$ cat src/rtl/hs_arbiter_2ch.sv
// Two-channel 4-phase handshake arbiter. Both async requesters are synchronized,
// one is granted at a time (round-robin on contention), and a timeout recovers a stuck req.
module hs_arbiter_2ch #(
  parameter int SYNC_STAGES    = 2,
  parameter int TIMEOUT_CYCLES = 1024,
  parameter int CNT_W          = 11
) (
  input  logic       clk,
  input  logic       rst,
  input  logic       req0_i,
  input  logic       data0_i,
  output logic       ack0_o,
  input  logic       req1_i,
  input  logic       data1_i,
  output logic       ack1_o,
  output logic       out_o,
  output logic [1:0] grant_o,
  output logic       busy_o,
  output logic       timeout_o
);

  // state    | meaning
  // IDLE     | no owner; grant on synchronized req
  // ACK      | ack high for owner, waiting for req release or timeout
  // RECOVER  | timed out; ack low, grant held until owner drops req
  localparam logic [1:0] ST_IDLE    = 2'd0;
  localparam logic [1:0] ST_ACK     = 2'd1;
  localparam logic [1:0] ST_RECOVER = 2'd2;

  localparam logic [CNT_W-1:0] CNT_LAST = CNT_W'(TIMEOUT_CYCLES - 1);

  logic [SYNC_STAGES-1:0] req0_sync, req1_sync, data0_sync, data1_sync;
  logic [1:0]             state;
  logic [CNT_W-1:0]       cnt;
  logic                   owner;
  logic                   last;

  logic rq0, rq1, d0, d1;
  logic rq_owner;
  logic pick;

  always_ff @(posedge clk) begin
    if (rst) begin
      req0_sync  <= '0;
      req1_sync  <= '0;
      data0_sync <= '0;
      data1_sync <= '0;
    end else begin
      req0_sync  <= {req0_sync[SYNC_STAGES-2:0], req0_i};
      req1_sync  <= {req1_sync[SYNC_STAGES-2:0], req1_i};
      data0_sync <= {data0_sync[SYNC_STAGES-2:0], data0_i};
      data1_sync <= {data1_sync[SYNC_STAGES-2:0], data1_i};
    end
  end

  always_comb begin
    rq0      = req0_sync[SYNC_STAGES-1];
    rq1      = req1_sync[SYNC_STAGES-1];
    d0       = data0_sync[SYNC_STAGES-1];
    d1       = data1_sync[SYNC_STAGES-1];
    rq_owner = owner ? rq1 : rq0;
    // On contention the channel not served last wins; otherwise the lone requester.
    pick     = (rq0 && rq1) ? ~last : rq1;
  end

  always_ff @(posedge clk) begin
    if (rst) begin
      state     <= ST_IDLE;
      cnt       <= '0;
      owner     <= 1'b0;
      last      <= 1'b1;
      ack0_o    <= 1'b0;
      ack1_o    <= 1'b0;
      out_o     <= 1'b0;
      grant_o   <= 2'b00;
      timeout_o <= 1'b0;
    end else begin
      case (state)
        ST_IDLE: begin
          if (rq0 || rq1) begin
            owner   <= pick;
            last    <= pick;
            out_o   <= pick ? d1 : d0;
            ack0_o  <= ~pick;
            ack1_o  <= pick;
            grant_o <= pick ? 2'b10 : 2'b01;
            cnt     <= '0;
            state   <= ST_ACK;
          end
        end
        ST_ACK: begin
          if (!rq_owner) begin
            ack0_o  <= 1'b0;
            ack1_o  <= 1'b0;
            grant_o <= 2'b00;
            state   <= ST_IDLE;
          end else if (cnt == CNT_LAST) begin
            ack0_o    <= 1'b0;
            ack1_o    <= 1'b0;
            timeout_o <= 1'b1;
            state     <= ST_RECOVER;
          end else begin
            cnt <= cnt + CNT_W'(1);
          end
        end
        ST_RECOVER: begin
          if (!rq_owner) begin
            grant_o <= 2'b00;
            state   <= ST_IDLE;
          end
        end
        default: begin
          ack0_o  <= 1'b0;
          ack1_o  <= 1'b0;
          grant_o <= 2'b00;
          state   <= ST_IDLE;
        end
      endcase
    end
  end

  assign busy_o = (state != ST_IDLE);

endmodule

$ cat config.mk
export PLATFORM = sky130hd
export DESIGN_NAME = hs_arbiter_2ch
export DESIGN_NICKNAME = d
export VERILOG_FILES = /design/src/rtl/hs_arbiter_2ch.sv
export SDC_FILE = /design/constraint.sdc
export NUM_CORES = 1
export LEC_CHECK = 0
export BUFFER_PORTS_ARGS = -buffer_cell sky130_fd_sc_hd__clkbuf_2
export CORE_MARGIN = 8
export CORE_UTILIZATION = 35
export DETAILED_ROUTE_END_ITERATION = 10
export PLACE_DENSITY = 0.56
export SLEW_MARGIN = 0
export SYNTH_ARGS = -nofsm -noshare
export SYNTH_HDL_FRONTEND = slang
export SYNTH_SLANG_ARGS = --single-unit
$ cat constraint.sdc
create_clock -name clk -period 2.1 [get_ports clk]
set_input_delay 0 -clock clk [delete_from_list [all_inputs] [get_ports clk]]
set_output_delay 0 -clock clk [all_outputs]
set_load 0.005 [all_outputs]
# Word-level counts from Yosys, hierarchy flattened
# Index checks and enable logic that the tools add are counted.
totals:
  ff_bits: 29
  inputBits: 6
  out_inout_bits: 7
  elab_cells: 59
classes:
  n_addsub: 1
  eq_ne: 9
  mux: 21
  bitwise_logic: 3
  n_reduce_logical: 12
ops:
  columns: ["operator", "count"]
  rows:
  - ["two-way mux 11 bit", 3]
  - ["one-hot mux 11 bit (2 select lines)", 1]
  - ["two-way mux 2 bit", 6]
  - ["adder 11 x 1 -> 11 bit, second input constant", 1]
  - ["equality test 11 x 10 -> 1 bit, second input constant", 1]
  - ["inequality test 2 bit, second input constant", 5]
  - ["AND reduction 3 bit", 3]
  - ["two-way mux 1 bit", 7]
  - ["one-hot mux 1 bit (3 select lines)", 2]
  - ["one-hot mux 2 bit (3 select lines)", 1]
  - ["one-hot mux 2 bit (2 select lines)", 1]
  - ["AND reduction 2 bit", 2]
  - ["AND reduction 4 bit", 1]
  - ["nonzero test 2 bit", 2]
  - ["inequality test 3 bit, second input constant", 1]
  - ["inverter 1 bit", 3]
  - ["equality test 2 x 1 -> 1 bit, second input constant", 1]
  - ["equality test 2 bit, second input constant", 1]
  - ["logical NOT 2 bit", 1]
  - ["OR reduction 2 bit", 1]
  - ["logical AND 1 bit", 1]
  - ["logical OR 1 bit", 1]

# Logic depth before layout (Yosys ltp)
# Gate-level depths: netlist (run 1).
logic_depth:
  ltp_word: 5
  mapped_depth: 8
  depth_no_buf: 6

# Worst setup path after synthesis (run 1)
# OpenSTA, ideal clock, no wires.
synth_path:
  kind: "flip-flop to flip-flop"
  start: "register cnt[0]"
  end: "register ack0_o"
  setup_ps: 121
  t_arrival_ps: 1797
  t_required_ps: 1979
  path_slack_ps: 183
  stages_incl_launch_ff: 6
  path_buffers: 0
  period_less_slack_ps: 1917
  path_cell_list: "dfxtp_1 > ha_1 > nand3_2 > or4_4 > a21boi_2 > mux2_2"
synth_via:
  elab_chain_cells: 3
synth_rtl:
  columns: ["element", "line", "text"]
  rows:
  - ["start, declared", "34", "logic [CNT_W-1:0] cnt;"]
  - ["start signal, assigned", "103", "cnt <= cnt + CNT_W'(1);"]
  - ["equality test 11 x 10 -> 1 bit", "97", "end else if (cnt == CNT_LAST) begin"]
  - ["inequality test 3 bit (no source line)", null, null]
  - ["AND reduction 3 bit (no source line)", null, null]
  - ["end signal, assigned", "84", "ack0_o <= ~pick;"]
  - ["end, declared", "12", "output logic ack0_o,"]
# Every way passes these cells.
# A chain may end at the register's enable or synchronous reset.

# Worst setup path in the final report (run 1)
layout_path:
  start: "register cnt[1]"
  end: "register ack0_o"
# The elaborated chain is that of the path after synthesis.

==> results of run 1 <==
==> sequential cells by signal (all words and copies together), names as in the netlist, 2 cells and up <==
register	flops
data1_sync	2
state	2
req1_sync	2
grant_o	2
data0_sync	2
cnt	11
req0_sync	2
==> per-layer routing <==
metal / wire (microns) / share of wire / vias up
li1: - / - / 601
met1: 1442 / 0.46 / 571
met2: 1497 / 0.48 / 27
met4: 65 / 0.021 / 0
met5: 0 / 0 / -
met3: 120 / 0.038 / 4
==> synth_stat cells (4+ instances only) <==
library cell | number | area share
mux2i_1 | 5 | 0.036
nor2_1 | 10 | 0.027
nand2_1 | 10 | 0.027
a21oi_1 | 10 | 0.036
inv_1 | 9 | 0.024
dfxtp_1 | 29 | 0.42
nand3_1 | 8 | 0.029
mux2_2 | 4 | 0.032
o21ai_0 | 7 | 0.025
a32o_1 | 4 | 0.029
clkbuf_1 | 7 | 0.019
nor2b_1 | 9 | 0.040
nor4_1 | 4 | 0.018
ha_1 | 4 | 0.036
nor3_1 | 4 | 0.014
==> worst min-delay path by stage <==
| stage | start | end |
|---|---|---|
| after global placement | req0_i | req0_sync[0] |
| after global routing | rst | grant_o[0] |
| after CTS | rst | grant_o[0] |
| after detailed placement | data0_i | data0_sync[0] |
| final | rst | grant_o[1] |
| after floorplan | data0_i | data0_sync[0] |
==> logic make-up (layout without fill, tap and decap cells) <==
group	after synthesis	after routing	synth area share
multiplexers	9	9	0.06822
flip-flops	29	29	0.4165
AO/OA/AOI/OAI	36	36	0.1885
buffers and inverters	18	41	0.05386
AND/OR/NAND/NOR	58	58	0.2370
adder cells (fa/ha/maj)	4	4	0.03591
==> power by group <==
group,leakage (nW),switching [mW],total [mW],internal [mW]
combinational,0.378,0.138,0.256,0.118
sequential,0.236,0.0166,0.594,0.577
clock,0.0585,0.206,0.592,0.386
==> per-stage QoR <==
stage / setup WS [ns] / utilization / power, mW / area (sq um)
after floorplan: 0.1827 / - / 0.7696 / 1394
after global placement: 0.2072 / 0.3923 / 0.8455 / 1535
after detailed placement: 0.1269 / 0.3923 / 0.8516 / 1535
after CTS: 0.1202 / 0.4322 / 1.452 / 1692
after global routing: 0.02291 / 0.4341 / 1.514 / 1699
final: 0.1293 / 0.4341 / 1.442 / 1699
==> worst max-delay path: cells and delay by family (launching register included) <==
kind            cells  cell delay [ns]
compound gates      1             0.19
simple gates        2             0.74
flops               1             0.36
fa+ha+maj           1             0.23
mux                 1             0.34
==> area by class of cell <==
| type | count | share of cell area |
|---|---|---|
| well taps | 50 | 0.03682 |
| flip-flops and latches | 29 | 0.3417 |
| repair buffers | 24 | 0.09426 |
| clock buffers | 7 | 0.05081 |
| inverters | 9 | 0.01988 |
| multi-input cells | 107 | 0.4389 |
| clock inverters | 1 | 0.01767 |
==> what timing repair did <==
action | 4_1_cts | 5_1_grt
hold buffers | 4 | 0
setup endpoints to repair | 0 | 1
endpoints found under the hold margin | 4 | 0
resized for setup | 0 | 1
==> metrics.cfg, run 1 <==
[global_route]
use_met3=0.03499
use_met1=0.1316
grt_pass1_vias=1119
use_met2=0.1652
grt_pass1_wl_microns=5382
grt.busiest_layer=met2
antenna_found_initial=0
grt_usage=0.1071
grt_max_degree=28
grt_overflow=0

[clock_tree]
post-cts-setup-buffers=0
clkLatencyLatePin_ns=0.28
cts.sinks=29
htreeDepth=2
numCtsBuffers=5
path_clk_slew_ns=0.06
cts_tree=yes
cts_buffer_depth=2
cts_root_buffer=clkbuf_8

[die]
initial_core_util=0.3561
rows=23
core_sq_um=3914
die_h_microns=79.11
fp.dieArea_sq_um=6258
ios=13
die_x_microns=79.11

[drt]
drt-total-wl_microns=3125
ant_nets=0
vias=1203
drtPass1Iterations=4
drcViolationCount=0
via_per_inst=5.300
drtIter0Drc=164
wire_per_inst_microns=13.77

[hold_path]
hp-class=in -> reg
hold_depth=2

[layout]
nets=186
diodes=0
final_layout_size_suffix_gt1_frac=0.2260
finalNonFillerCells=227
layout_common_cells=dfxtp_1 (29), clkbuf_2 (12), nand2_1 (10), nor2_1 (10), a21oi_1 (10)
seq_area_sq_um=580.6
final_common_cell=dfxtp_1
n_fill_cell=403
multi_input_area_sq_um=745.7
area_growth_syn_to_layout_pct=21.90

[synth]
ys.flop_type=dfxtp_1
yosysUniqueCellTypes=38
synth-seq-cells=29
syn-num-nets=164
ys_seq_area_frac=0.4165
ys_warn_count=0
synth_async_sr_flop_share=0
synthesis.area_sq_um=1394
syn_avg_cell_area_sq_um=9.051
synthCells=154
synth-edff-count=0

[worst_setup_path]
worstPathMaxFanout=6
regToRegEndpoint=ack0_o
required_ns=2.27
arrival_ns=2.14
ff2ff_path_depth=5
end_kind=flop
cp_slowest_cell=or4_4
ff2ff_setup_slack_ns=0.13
worstSetupPathType=reg -> reg
r2r-start=cnt[1]
path_cells=ha_1, nand3_2, or4_4, a21boi_4, mux2_2
cp-start-kind=flop
crit_end=ack0_o
startpoint=cnt[1]
critPathMaxStageDelay_ns=0.58

[sta]
holdWs_ns=0.2748
finalHoldViolCount=0
tightest_slew_ns=0.5637
skew_ns=0.004208
fmax_mhz=507.4
fin_tns_setup_ns=0
final.period_utilization=0.9384
relSlewSlack=0.6242
rsz0062_at_grt=false
min_period_ns=1.971
setup_viol=0
slew_violations=0

[power_and_ir_drop]
irDropWorstVdd_mv=0.2912
p_leak_nw=0.6724
power_density_nw_per_um2=848.6

[placed_design]
port_buffers=12
dp_hpwl_microns=2231
dp.cells=215
place_congestion=0.7404

[run]
drv_cap=0

[run_status]
status=finished clean

Power figures use the tool's default switching activity.
==> run 2, diff against run 1 <==
--- a/config.mk
+++ b/config.mk
@@ -7,9 +7,9 @@
 export LEC_CHECK = 0
 export BUFFER_PORTS_ARGS = -buffer_cell sky130_fd_sc_hd__clkbuf_2
 export CORE_MARGIN = 8
-export CORE_UTILIZATION = 35
+export CORE_UTILIZATION = 30
 export DETAILED_ROUTE_END_ITERATION = 10
-export PLACE_DENSITY = 0.56
+export PLACE_DENSITY = 0.5
 export SLEW_MARGIN = 0
 export SYNTH_ARGS = -nofsm -noshare
 export SYNTH_HDL_FRONTEND = slang
==> metrics.cfg, run 2 (synthesis gave the netlist of run 1 again) <==
[sta]
fin_tns_setup_ns=0
setup_viol=0
tightest_slew_ns=0.4690
fin_ws_ns=0.1166
skew_ns=0.005966
slew_violations=0
rsz0062_at_grt=false
final.period_utilization=0.9445
relSlewSlack=0.6862
min_period_ns=1.983
finalHoldViolCount=0
fmax_mhz=504.2

[die]
die_h_microns=84.16
core_sq_um=4598
fp.dieArea_sq_um=7083
rows=25
die_x_microns=84.16
initial_core_util=0.3031
ios=13

[layout]
area_growth_syn_to_layout_pct=19.84
diodes=0
finalNonFillerCells=232
top_register=cnt
final_common_cell=dfxtp_1
final_core_util=0.3633
largest_register_ffs=11
layout_common_cells=dfxtp_1 (29), clkbuf_2 (12), nand2_1 (10), nor2_1 (10), a21oi_1 (10)
finalInstanceArea_sq_um=1670
final_layout_size_suffix_gt1_frac=0.2303
nets=187

[worst_setup_path]
arrival_ns=2.15
required_ns=2.27
worstSetupPathType=reg -> reg
cp-start-kind=flop
end_kind=flop
worstPathMaxFanout=6

[drt]
via_per_inst=5.310
highest_layer=met4
wire_per_inst_microns=13.72
drtIter0Drc=94
drt-total-wl_microns=3183
vias=1232
drtPass1Iterations=4
ant_nets=0
met1_length_microns=1581
dr_wl_met3_microns=106
drcViolationCount=0
route.met2.wl_microns=1467

[placed_design]
place_congestion=0.7910
dp_hpwl_microns=2174
post_dp_cell_area_sq_um=1548
place_ws_ns=0.1368
dp.cells=220
port_buffers=12

[power_and_ir_drop]
irDropWorstVdd_mv=0.2794
p_leak_nw=0.6593
power_density_nw_per_um2=776.5

[global_route]
grt_pass1_wl_microns=5368
grt_usage=0.09304
grt_overflow=0
grt_max_degree=27
grt_pass1_vias=1141
antenna_found_initial=0

[clock_tree]
path_clk_slew_ns=0.07
numCtsBuffers=5
cts_buffer_depth=2
clkLatencyLatePin_ns=0.28
htreeDepth=2
post-cts-setup-buffers=0
cts.sinks=29
cts-resized-gates=0
cts_tree=yes
cts_root_buffer=clkbuf_8
holdBufCountCts=4

[hold_path]
hp-class=in -> reg

[run]
drv_cap=0

[run_status]
status=finished clean

## run 2: critical path, cell delays in order, from the launching register on
cell and delay, ns:
dfxtp_1 0.37, ha_1 0.22, nand3_2 0.15, or4_4 0.58, a21boi_2 0.20, mux2_2 0.35
## run 2: worst paths after layout
kind / start / endpoint / slack (ns) / cells after the start
min: rst / last / 0.17 / 3
max reg2reg: cnt[1] / ack0_o / 0.12 / 5
max: cnt[1] / ack0_o / 0.12 / 5
min reg2reg: req0_sync[0] / req0_sync[1] / 0.44 / 1
## run 2: final cells by class
class / instances / area [sq um]
Fill cell: 465 / 2928
Clock inverter: 2 / 10.01
Multi-Input combinational cell: 107 / 738.2
Tap cell: 54 / 67.56
Sequential cell: 29 / 580.6
Timing Repair Buffer: 25 / 167.7
Clock buffer: 6 / 72.57
Inverter: 9 / 33.78
## run 2: layer usage
metal  vias up  GRT usage
met4         0    0.03925
met2        27     0.1379
met3         2    0.03388
met1       602     0.1178
met5         -          0
li1        601          -
## run 2: power breakdown
| group | leakage (nW) | internal, mW | switching, mW |
|---|---|---|---|
| registers | 0.236 | 0.577 | 0.0164 |
| logic | 0.378 | 0.116 | 0.139 |
| clock network | 0.0450 | 0.229 | 0.219 |
## run 2: stage by stage
step                hold WS, ns  power [mW]
global route             0.1983       1.374
global placement         0.2098      0.8495
floorplan                0.1282      0.7696
CTS                      0.1814       1.312
detailed placement       0.2166      0.8532
finish                   0.1694       1.297
